[src/rtl/layer_output_buffer.sv]
// Packs NEURONS serial fp32 dot-product results into one vector (optional ReLU via LAYER_OUTPUT_RELU_EN).
// Latency: element visible 1 cycle after its handshake; in_ready low while a full vector awaits out_ready.
module layer_output_buffer #(
  parameter int NEURONS = 4
) (
  input  logic                               clk,
  input  logic                               rst_n,
  input  logic                               clear,
  input  logic                               in_valid,
  output logic                               in_ready,
  input  logic [31:0]                        in_data,
  output logic                               out_valid,
  input  logic                               out_ready,
  output logic [32*NEURONS-1:0]              out_vector,
  output logic [$clog2(NEURONS+1)-1:0]       count
);

  localparam int CW = $clog2(NEURONS + 1);
  localparam logic [CW-1:0] LAST_IDX = CW'(NEURONS - 1);
  localparam logic [31:0]   CANON_NAN = 32'h7FC0_0000;

  typedef enum logic {
    FILL = 1'b0,
    FULL = 1'b1
  } state_t;

  state_t state;
  state_t state_nxt;
  logic   wr_en;
  logic   last_elem;
  logic   [31:0] elem;

  function automatic logic [31:0] transform(input logic [31:0] d);
    logic        is_nan;
    logic [31:0] r;
    is_nan = (d[30:23] == 8'hFF) && (d[22:0] != '0);
    if (is_nan) begin
      r = CANON_NAN;
    end
`ifdef LAYER_OUTPUT_RELU_EN
    else if (d[31]) begin
      r = '0;
    end
`endif
    else begin
      r = d;
    end
    return r;
  endfunction

  // clear outranks the input handshake, and is meaningless once FULL
  assign wr_en     = (state == FILL) && in_valid && !clear;
  assign last_elem = (count == LAST_IDX);
  assign elem      = transform(in_data);

  always_ff @(posedge clk) begin
    if (!rst_n) begin
      state <= FILL;
    end else begin
      state <= state_nxt;
    end
  end

  always_comb begin
    state_nxt = state;
    case (state)
      FILL: if (wr_en && last_elem) state_nxt = FULL;
      FULL: if (out_ready)          state_nxt = FILL;
      default:                      state_nxt = FILL;
    endcase
  end

  always_comb begin
    in_ready  = (state == FILL);
    out_valid = (state == FULL);
  end

  always_ff @(posedge clk) begin
    if (!rst_n) begin
      count <= '0;
    end else if (state == FULL) begin
      if (out_ready) count <= '0;
    end else if (clear) begin
      count <= '0;
    end else if (wr_en) begin
      count <= count + CW'(1);
    end
  end

  // stale elements from the previous vector are simply overwritten on refill
  always_ff @(posedge clk) begin
    if (!rst_n) begin
      out_vector <= '0;
    end else begin
      for (int i = 0; i < NEURONS; i++) begin
        if (wr_en && (count == CW'(i))) out_vector[32*i +: 32] <= elem;
      end
    end
  end

endmodule

[config.mk]
export PLATFORM = sky130hd
export DESIGN_NAME = layer_output_buffer
export DESIGN_NICKNAME = d
export VERILOG_FILES = /design/src/rtl/layer_output_buffer.sv
export SDC_FILE = /design/constraint.sdc
export NUM_CORES = 1
export LEC_CHECK = 0
export ABC_CLOCK_PERIOD_IN_PS = 3600
export CORE_ASPECT_RATIO = 0.5
export CORE_MARGIN = 5
export CORE_UTILIZATION = 35
export CTS_BUF_LIST = sky130_fd_sc_hd__clkbuf_8
export DETAILED_ROUTE_END_ITERATION = 8
export SYNTH_ARGS = -nofsm -noshare
export SYNTH_HDL_FRONTEND = slang
export SYNTH_SLANG_ARGS = --single-unit
[constraint.sdc]
create_clock -name clk -period 3.6 [get_ports clk]
set_input_delay 0.72 -clock clk [delete_from_list [all_inputs] [get_ports clk]]
set_output_delay 0.72 -clock clk [all_outputs]
set_load 0.005 [all_outputs]
==> results.yml, run 1 <==
clock_tree:
  cts_tree: "yes"
  cts_root_buf: "clkbuf_8"
  clockBufferDepth: 2
  htree_levels: 4
  numClockSinks: 132
  clk_pin_slew_ns: 0.07
  cts-hold-fix-buffers: 0
  cts_buffers: 17
  ctsResizeCount: 0
  insertion_delay_ns: 0.43
  postCtsSetupBuffers: 0
run:
  cap_violations: 0
global_route:
  met3_usage_pct: 5.145
  grt_pass1_wl_um: 25050
  grt_max_degree: 55
  grt-busiest-layer: "met2"
  grt_util_all_layers_pct: 18.48
  use_met2_pct: 30.06
  met1_usage_pct: 24.46
  antenna_found_initial: 0
  grt_pass1_vias: 4388
  overflow: 0
timing:
  setup_tns_ns: 0
  rsz0062_at_grt: "no"
  worstMarginPinSlew_ns: 0.5669
  layout_worst_path_cycle_share_pct: 69.14
  slew_headroom_pct: 62.12
  fin_ws_ns: 1.111
  fin_skew_ns: 0.01007
  fin_crit_ns: 2.489
  fmax_mhz: 401.7
  maxSlewViolCount: 0
  hold_viol_final: 0
  setup_viol: 0
logic_synthesis:
  synth-compound-area-share_pct: 21.65
  synth_cell_types: 34
  synthFlopType: "dfxtp_1"
  synthMuxAreaShare_pct: 0
  synth_xor_area_share_pct: 0
  synthCells: 541
  synth_simple_gate_area_share_pct: 20.82
  async_flop_share_pct: 0
  synth-edff-count: 0
  seq_area_frac_synth_pct: 51.97
  avgSynthCellArea_um2: 9.399
  syn_area_mm2: 0.005085
  synth_top_family_by_area: "compound AO/OA/AOI/OAI gates"
  synth_fa_ha_area_share_pct: 1.230
  synth_seq_cells: 132
  synth_warnings: 0
  syn-num-nets: 583
outcome:
  status: "complete, no violations"
floorplan:
  rows: 31
  die_h_um: 95.23
  die_w_um: 180.5
  die_area_mm2: 0.01719
  start_util_pct: 35.43
  io_pins: 170
  core_region_area_mm2: 0.01435
routing:
  postRouteAntennaNets: 0
  routed_wl_um: 15920
  vias_per_cell: 4.917
  drt_first_pass_iters: 4
  drt_iter0_drc: 281
  drc: 0
  vias: 4484
  routedWlPerCell_um: 17.45
critical_path:
  critical-path-top-delay-family: "simple AND/OR/NAND/NOR gates"
  ff2ff_path_depth: 4
  path_class: "in -> reg"
  crit_chain: "clkdlybuf4s50_1, and4_1, nand2_1, o21bai_1, a41oi_1"
  cp_slowest_stage_delay_ns: 0.62
  worstPathRequired_ns: 3.94
  critPathArrivalTime_ns: 2.83
  critPathBufInv: 1
  critPathLaunchType: "primary input"
  path_depth: 5
  cpMaxStageDelayCell: "clkdlybuf4s50_1"
  worst-path-max-fanout: 12
  critPathCaptureType: "flip-flop"
final_layout:
  final_common_cell: "clkdlybuf4s50_1"
  layout_common_cells: "168 x clkdlybuf4s50_1, 132 x dfxtp_1, 96 x nand2_1"
  finish.net_count: 744
  instances_no_fill: 912
  n_antenna_cell: 0
  fillers: 1353
  syn2layout_area_growth_pct: 45.13
  final_core_util_pct: 51.42
  drive_above_1_share_pct: 7.843
hold_path:
  hold_depth: 2
  hold_class: "reg -> reg"
place:
  pre_cts_slack_ns: 0.6908
  dp.cells: 881
  gp_congestion: 0.7574
  port_buffers: 169
  dp_hpwl_um: 10960
power_and_ir_drop:
  ir_drop_uv: 208.7
  p_leak_nw: 2.400
  power_density_mw_per_mm2: 418.4
power breakdown:
part | leakage, nW | internal (mW) | total [mW] | switching, mW
clock | 0.207 | 0.768 | 1.36 | 0.590
combinational | 1.13 | 0.119 | 0.232 | 0.113
sequential | 1.07 | 1.48 | 1.50 | 0.0144
sequential cells by signal, indices dropped and copies added (netlist names):
signal	count
out_vector	128
out_valid	1
count	3
cells by family after synthesis:
logic type | after synthesis
adders and majority gates | 5
buffers and inverters | 49
DFF | 132
and+or+nand+nor | 209
AOI/OAI and AO/OA | 146
cell type report:
class | count | area, um2 | share of cell area [%]
Clock buffer | 18 | 247.7 | 3.357
Tap cell | 198 | 247.7 | 3.357
Timing Repair Buffer | 184 | 1802 | 24.42
Clock inverter | 13 | 182.7 | 2.475
Inverter | 7 | 26.28 | 0.3561
Multi-Input combinational cell | 360 | 2231 | 30.23
Sequential cell | 132 | 2643 | 35.81
final timing paths:
path                         from              end  slack, ns
setup / recovery      in_data[23]   out_vector[86]       1.11
hold / removal    out_vector[122]  out_vector[122]       0.46
setup reg to reg        out_valid   out_vector[86]       1.60
hold reg to reg   out_vector[122]  out_vector[122]       0.46
synthesized netlist by cell type, types with 2 or more instances:
cell	count	share of area (%)
buf_6	4	0.89
a31oi_1	2	0.25
o21ai_0	8	0.79
ha_1	5	1.2
nand2_1	96	7.1
nor2_1	2	0.15
nand3_1	22	2.2
nor2_2	2	0.25
and2_1	3	0.37
buf_2	5	0.49
clkbuf_1	33	2.4
a41oi_1	3	0.52
inv_1	7	0.52
a22oi_1	66	9.7
nor4_1	5	0.62
a21oi_1	3	0.30
dfxtp_1	132	52
a21boi_0	55	8.1
nor2b_1	68	8.4
a32oi_1	4	0.69
a211oi_4	2	0.79
and4_1	2	0.34
metal layers:
layer	up-vias	routed length, um
met5	-	0
met1	2164	7625
li1	2200	-
met3	13	718
met4	0	187
met2	107	7386
worst reg2reg max path, stage by stage, from the launching register on:
cell	delay (ns)
dfxtp_1	0.40
or4b_1	0.70
nor2_2	0.44
o21ai_0	0.19
a41oi_1	0.20
through the flow:
step / hold WS [ns] / instance area (um2) / power (mW)
2_1_floorplan: 0.4575 / 5085 / 1.620
3_3_place_gp: 0.4486 / 6949 / 1.764
4_1_cts: 0.4668 / 7380 / 3.122
6_report: 0.4630 / 7380 / 3.088
5_1_grt: 0.4803 / 7380 / 3.211
3_5_place_dp: 0.4559 / 6949 / 1.764
(Power assumes the default switching activity.)
==> run 2, diff against run 1 <==
ABC_CLOCK_PERIOD_IN_PS = 2600   (was 3600)
clock period = 2.6 ns   (was 3.6 ns; I/O delays follow)
==> run 2 against run 1 <==
  * Routed wire length increased by 1.8%
  * Register-to-register slack worse by 0.91 ns
  * Cell count rose by 2.2%
  * Clock skew is 0.0019 ns higher
  * Die area unchanged
  * Non-clock buffer count up 19
  * Sequential power increased by 38%
  * Via count increased by 1.6%
  * First-iteration DRC count down 3.2%
  * Critical path depth up 2
  * Clock-buffer cell count unchanged
  * Hold slack lost 0.0020 ns
==> results.yml, run 2 (synthesis gave the netlist of run 1 again) <==
outcome:
  status: "complete, no violations"
final_layout:
  n_antenna_cell: 0
  layout_common_cells: "168 x clkdlybuf4s50_1, 132 x dfxtp_1, 96 x nand2_1"
  largest_register: "out_vector"
  final_common_cell: "clkdlybuf4s50_1"
  syn2layout_area_growth_pct: 48.60
  regArea_mm2: 0.002643
  drive_above_1_share_pct: 10.35
  fillers: 1341
  multi_input_area_mm2: 0.002231
  finish.net_count: 763
  largest_reg_flops: 128
  final_core_util_pct: 52.65
timing:
  slew_headroom_pct: 63.58
  setup_viol: 0
  fin_skew_ns: 0.01196
  fmax_mhz: 488.6
  worstMarginPinSlew_ns: 0.5462
  fin_crit_ns: 2.047
  maxSlewViolCount: 0
  hold_viol_final: 0
  rsz0062_at_grt: "no"
  setup_tns_ns: 0
  layout_worst_path_cycle_share_pct: 78.72
power_and_ir_drop:
  p_leak_nw: 2.493
  clkPwrFrac_pct: 41.2
  power_frac_comb_pct: 8.5
  netSwitchingPower_mw: 1.069
  ir_drop_uv: 301.9
  seq_power_share_pct: 50.3
  switching_share_pct: 25.96
  power_density_mw_per_mm2: 545.2
  power.internal_mw: 3.050
clock_tree:
  postCtsSetupBuffers: 0
  clockBufferDepth: 2
  clk_pin_slew_ns: 0.08
  cts_root_buf: "clkbuf_8"
  numClockSinks: 132
  ctsResizeCount: 0
  htree_levels: 4
  cts_buffers: 17
  insertion_delay_ns: 0.42
  cts-hold-fix-buffers: 0
  cts_tree: "yes"
routing:
  postRouteAntennaNets: 0
  vias: 4556
  drt_first_pass_iters: 4
  routed_wl_um: 16200
  drc: 0
  drt_iter0_drc: 272
  vias_per_cell: 4.888
  routedWlPerCell_um: 17.38
critical_path:
  critPathArrivalTime_ns: 2.38
  path_class: "in -> reg"
  cp_slowest_stage_delay_ns: 0.52
  critPathLaunchType: "primary input"
  worstPathRequired_ns: 2.94
  crit_chain: "clkdlybuf4s50_1, buf_4, nor4b_2, and2_1, buf_12, nand3_1, a21boi_0"
  worst-path-max-fanout: 19
  critPathCaptureType: "flip-flop"
  cpMaxStageDelayCell: "clkdlybuf4s50_1"
floorplan:
  start_util_pct: 35.43
  die_area_mm2: 0.01719
  die_h_um: 95.23
  io_pins: 170
  die_w_um: 180.5
  core_region_area_mm2: 0.01435
  rows: 31
global_route:
  overflow: 0
  grt_max_degree: 64
  grt_util_all_layers_pct: 18.63
  antenna_found_initial: 0
  grt_pass1_wl_um: 25450
  grt_pass1_vias: 4467
place:
  gp_congestion: 0.8067
  port_buffers: 169
  dp_hpwl_um: 11420
run:
  cap_violations: 0
hold_path:
  hold_class: "reg -> reg"
## run 2: cell types whose count changed in the layout (fill, tap and decap cells not counted)
cell,change
inv_6,+5
inv_8,+1
buf_4,+13
clkinv_2,-3
bufinv_16,-3
buf_12,+6
clkinv_4,+1
## run 2: layout make-up
| type | count | area share (%) |
|---|---|---|
| Inverter | 7 | 0.3477 |
| Clock inverter | 14 | 1.871 |
| Timing Repair Buffer | 203 | 26.73 |
| Clock buffer | 18 | 3.279 |
| Sequential cell | 132 | 34.97 |
| Multi-Input combinational cell | 360 | 29.52 |
| Tap cell | 198 | 3.279 |
## run 2: final timing paths
path              cells after the start        endpoint  slack (ns)          start
setup reg to reg                      5  out_vector[51]        0.69      out_valid
setup / recovery                      7  out_vector[19]        0.55       in_valid
hold reg to reg                       2   out_vector[1]        0.46  out_vector[1]
hold / removal                        2   out_vector[1]        0.46  out_vector[1]
## run 2: critical path: cells and delay by family
family / cells / cell delay (ns)
buf+inv: 3 / 0.85
compound gates: 1 / 0.18
simple gates: 3 / 0.83
## run 2: through the flow
| step | power (mW) | hold slack [ns] | setup slack, ns | std cells | area [um2] |
|---|---|---|---|---|---|
| floorplan | 2.243 | 0.4575 | 0.7666 | 541 | 5085 |
| global placement | 2.471 | 0.4513 | 0.1774 | 900 | 7167 |
| detailed placement | 2.471 | 0.4561 | 0.1448 | 900 | 7167 |
| CTS | 4.164 | 0.4668 | 0.5311 | 932 | 7556 |
| global route | 4.289 | 0.4890 | 0.4350 | 932 | 7556 |
| finish | 4.119 | 0.4610 | 0.5534 | 932 | 7556 |
## run 2: layer usage
layer	wire, um	up-vias	track usage (%)
met4	89	0	3.962
met5	0	-	0
li1	-	2240	-
met1	7850	2199	25.21
met2	7597	111	31.12
met3	663	6	4.040
## run 2: power groups by stage
stage | clock (mW) | sequential (mW) | combinational [mW]
6_report | 1.70 | 2.07 | 0.349
5_1_grt | 1.83 | 2.08 | 0.377
4_1_cts | 1.74 | 2.07 | 0.352
3_5_place_dp | 0 | 2.12 | 0.350
3_3_place_gp | 0 | 2.12 | 0.350
2_1_floorplan | 0 | 2.12 | 0.122
==> run 3, diff against run 2 <==
ABC_CLOCK_PERIOD_IN_PS = 2100   (was 2600)
clock period = 2.1 ns   (was 2.6 ns; I/O delays follow)
==> run 3 against run 2 <==
  * Via count increased by 2.8%
  * Register-to-register slack got worse by 0.41 ns
  * Clock power increased by 36%
  * Hold slack got worse by 0.018 ns
  * Critical endpoint is now count[0]
==> results.yml, run 3 (synthesis gave the netlist of run 1 again) <==
critical_path:
  path_class: "reg -> out"
  path_depth: 1
  ff2ff_path_depth: 5
  critPathCaptureType: "output port"
  cpMaxStageDelayCell: "clkdlybuf4s50_1"
  rrSetupSlack_ns: 0.28
  worstPathRequired_ns: 1.68
  r2r-end: "out_vector[32]"
  critical-path-top-delay-family: "buffers and inverters"
  critPathLaunchType: "flip-flop"
  critPathBufInv: 1
  crit_path_start: "count[0]"
  critPathArrivalTime_ns: 1.43
  worst-path-max-fanout: 6
  crit_chain: "clkdlybuf4s50_1"
  crit_end: "count[0]"
  crit-reg2reg-launch: "count[2]"
  cp_slowest_stage_delay_ns: 0.56
clock_tree:
  cts-hold-fix-buffers: 0
  cts_root_buf: "clkbuf_8"
  numClockSinks: 132
  cts_buffers: 17
  postCtsSetupBuffers: 0
  htree_levels: 4
  insertion_delay_ns: 0.42
  ctsResizeCount: 0
  clockBufferDepth: 2
  cts_tree: "yes"
  clk_pin_slew_ns: 0.09
routing:
  routedWlPerCell_um: 17.18
  drt_first_pass_iters: 7
  vias_per_cell: 4.884
  drt_iter0_drc: 238
  postRouteAntennaNets: 0
  vias: 4684
  drc: 0
  routed_wl_um: 16480
power_and_ir_drop:
  power_mw: 5.343
  seq_power_share_pct: 48.1
  netSwitchingPower_mw: 1.282
  power_frac_comb_pct: 8.7
  power_density_mw_per_mm2: 681.7
  p_leak_nw: 2.671
  power.internal_mw: 4.060
  clkPwrFrac_pct: 43.3
  ir_drop_uv: 470.1
  switching_share_pct: 24.00
floorplan:
  die_h_um: 95.23
  io_pins: 170
  core_region_area_mm2: 0.01435
  rows: 31
  start_util_pct: 35.43
  die_w_um: 180.5
  die_area_mm2: 0.01719
timing:
  layout_worst_path_cycle_share_pct: 88.06
  hold_viol_final: 0
  slew_headroom_pct: 71.41
  worstMarginPinSlew_ns: 0.4252
  fin_crit_ns: 1.849
  setup_viol: 0
  fin_ws_ns: 0.2508
  maxSlewViolCount: 0
  fmax_mhz: 540.8
  holdWs_ns: 0.4433
  rsz0062_at_grt: "no"
  fin_skew_ns: 0.01316
final_layout:
  n_antenna_cell: 0
  layout_common_cells: "168 x clkdlybuf4s50_1, 132 x dfxtp_1, 96 x nand2_1"
  final_common_cell: "clkdlybuf4s50_1"
  finish.net_count: 790
  largest_reg_flops: 128
  syn2layout_area_growth_pct: 54.13
  largest_register: "out_vector"
  instances_no_fill: 959
  drive_above_1_share_pct: 13.53
global_route:
  grt_pass1_wl_um: 26110
  grt_max_degree: 71
  antenna_found_initial: 0
  grt_pass1_vias: 4625
  grt_util_all_layers_pct: 19.25
  overflow: 0
outcome:
  status: "complete, no violations"
place:
  dp.cells: 927
  pre_cts_slack_ns: -0.1715
  gp_congestion: 0.8074
  dp_hpwl_um: 11770
  port_buffers: 169
hold_path:
  hold_class: "in -> reg"
  hp-start: "rst_n"
run:
  cap_violations: 0
==> run 3: cell types whose count changed in the layout (fill, tap and decap cells not counted), sizes merged <==
cell	before	now
buf	35	62
clkinvlp	4	1
bufinv	1	3
clkinv	2	4
inv	14	12
clkbuf	18	19
==> run 3: power by group through the flow <==
stage | registers (mW) | clock network, mW | logic, mW
detailed placement | 2.63 | 0 | 0.464
global route | 2.57 | 2.48 | 0.502
CTS | 2.57 | 2.37 | 0.466
floorplan | 2.63 | 0 | 0.151
global placement | 2.63 | 0 | 0.464
finish | 2.57 | 2.31 | 0.462
==> run 3: metal layers <==
layer | global-route usage, % | up-vias | wire (um)
li1 | - | 2296 | -
met1 | 25.84 | 2265 | 7825
met2 | 31.52 | 110 | 7641
met3 | 4.649 | 13 | 819
met4 | 5.094 | 0 | 189
met5 | 0 | - | 0
==> run 3: how the worst min path moves through the flow <==
stage	to	slack [ns]	depth (start not counted)
4_1_cts	out_vector[59]	0.42	2
6_report	out_vector[60]	0.44	2
2_1_floorplan	out_vector[19]	0.46	2
5_1_grt	out_vector[61]	0.43	2
3_3_place_gp	out_vector[20]	0.45	2
3_5_place_dp	out_vector[9]	0.46	2
==> run 3: area by class of cell <==
cell class                      count  area (um2)
Clock inverter                     13       168.9
Timing Repair Buffer              230        2260
Tap cell                          198       247.7
Clock buffer                       19       261.5
Sequential cell                   132        2643
Inverter                            7       26.28
Fill cell                        1286        6514
Multi-Input combinational cell    360        2231
==> run 3: through the flow <==
| step | cell area, um2 | utilization (%) | setup TNS, ns |
|---|---|---|---|
| final | 7838 | 54.61 | 0 |
| after global routing | 7838 | 54.61 | 0 |
| after CTS | 7838 | 54.61 | 0 |
| after detailed placement | 7407 | 51.61 | -13.27 |
| after global placement | 7407 | 51.61 | -10.14 |
| after floorplan | 5085 | - | 0 |
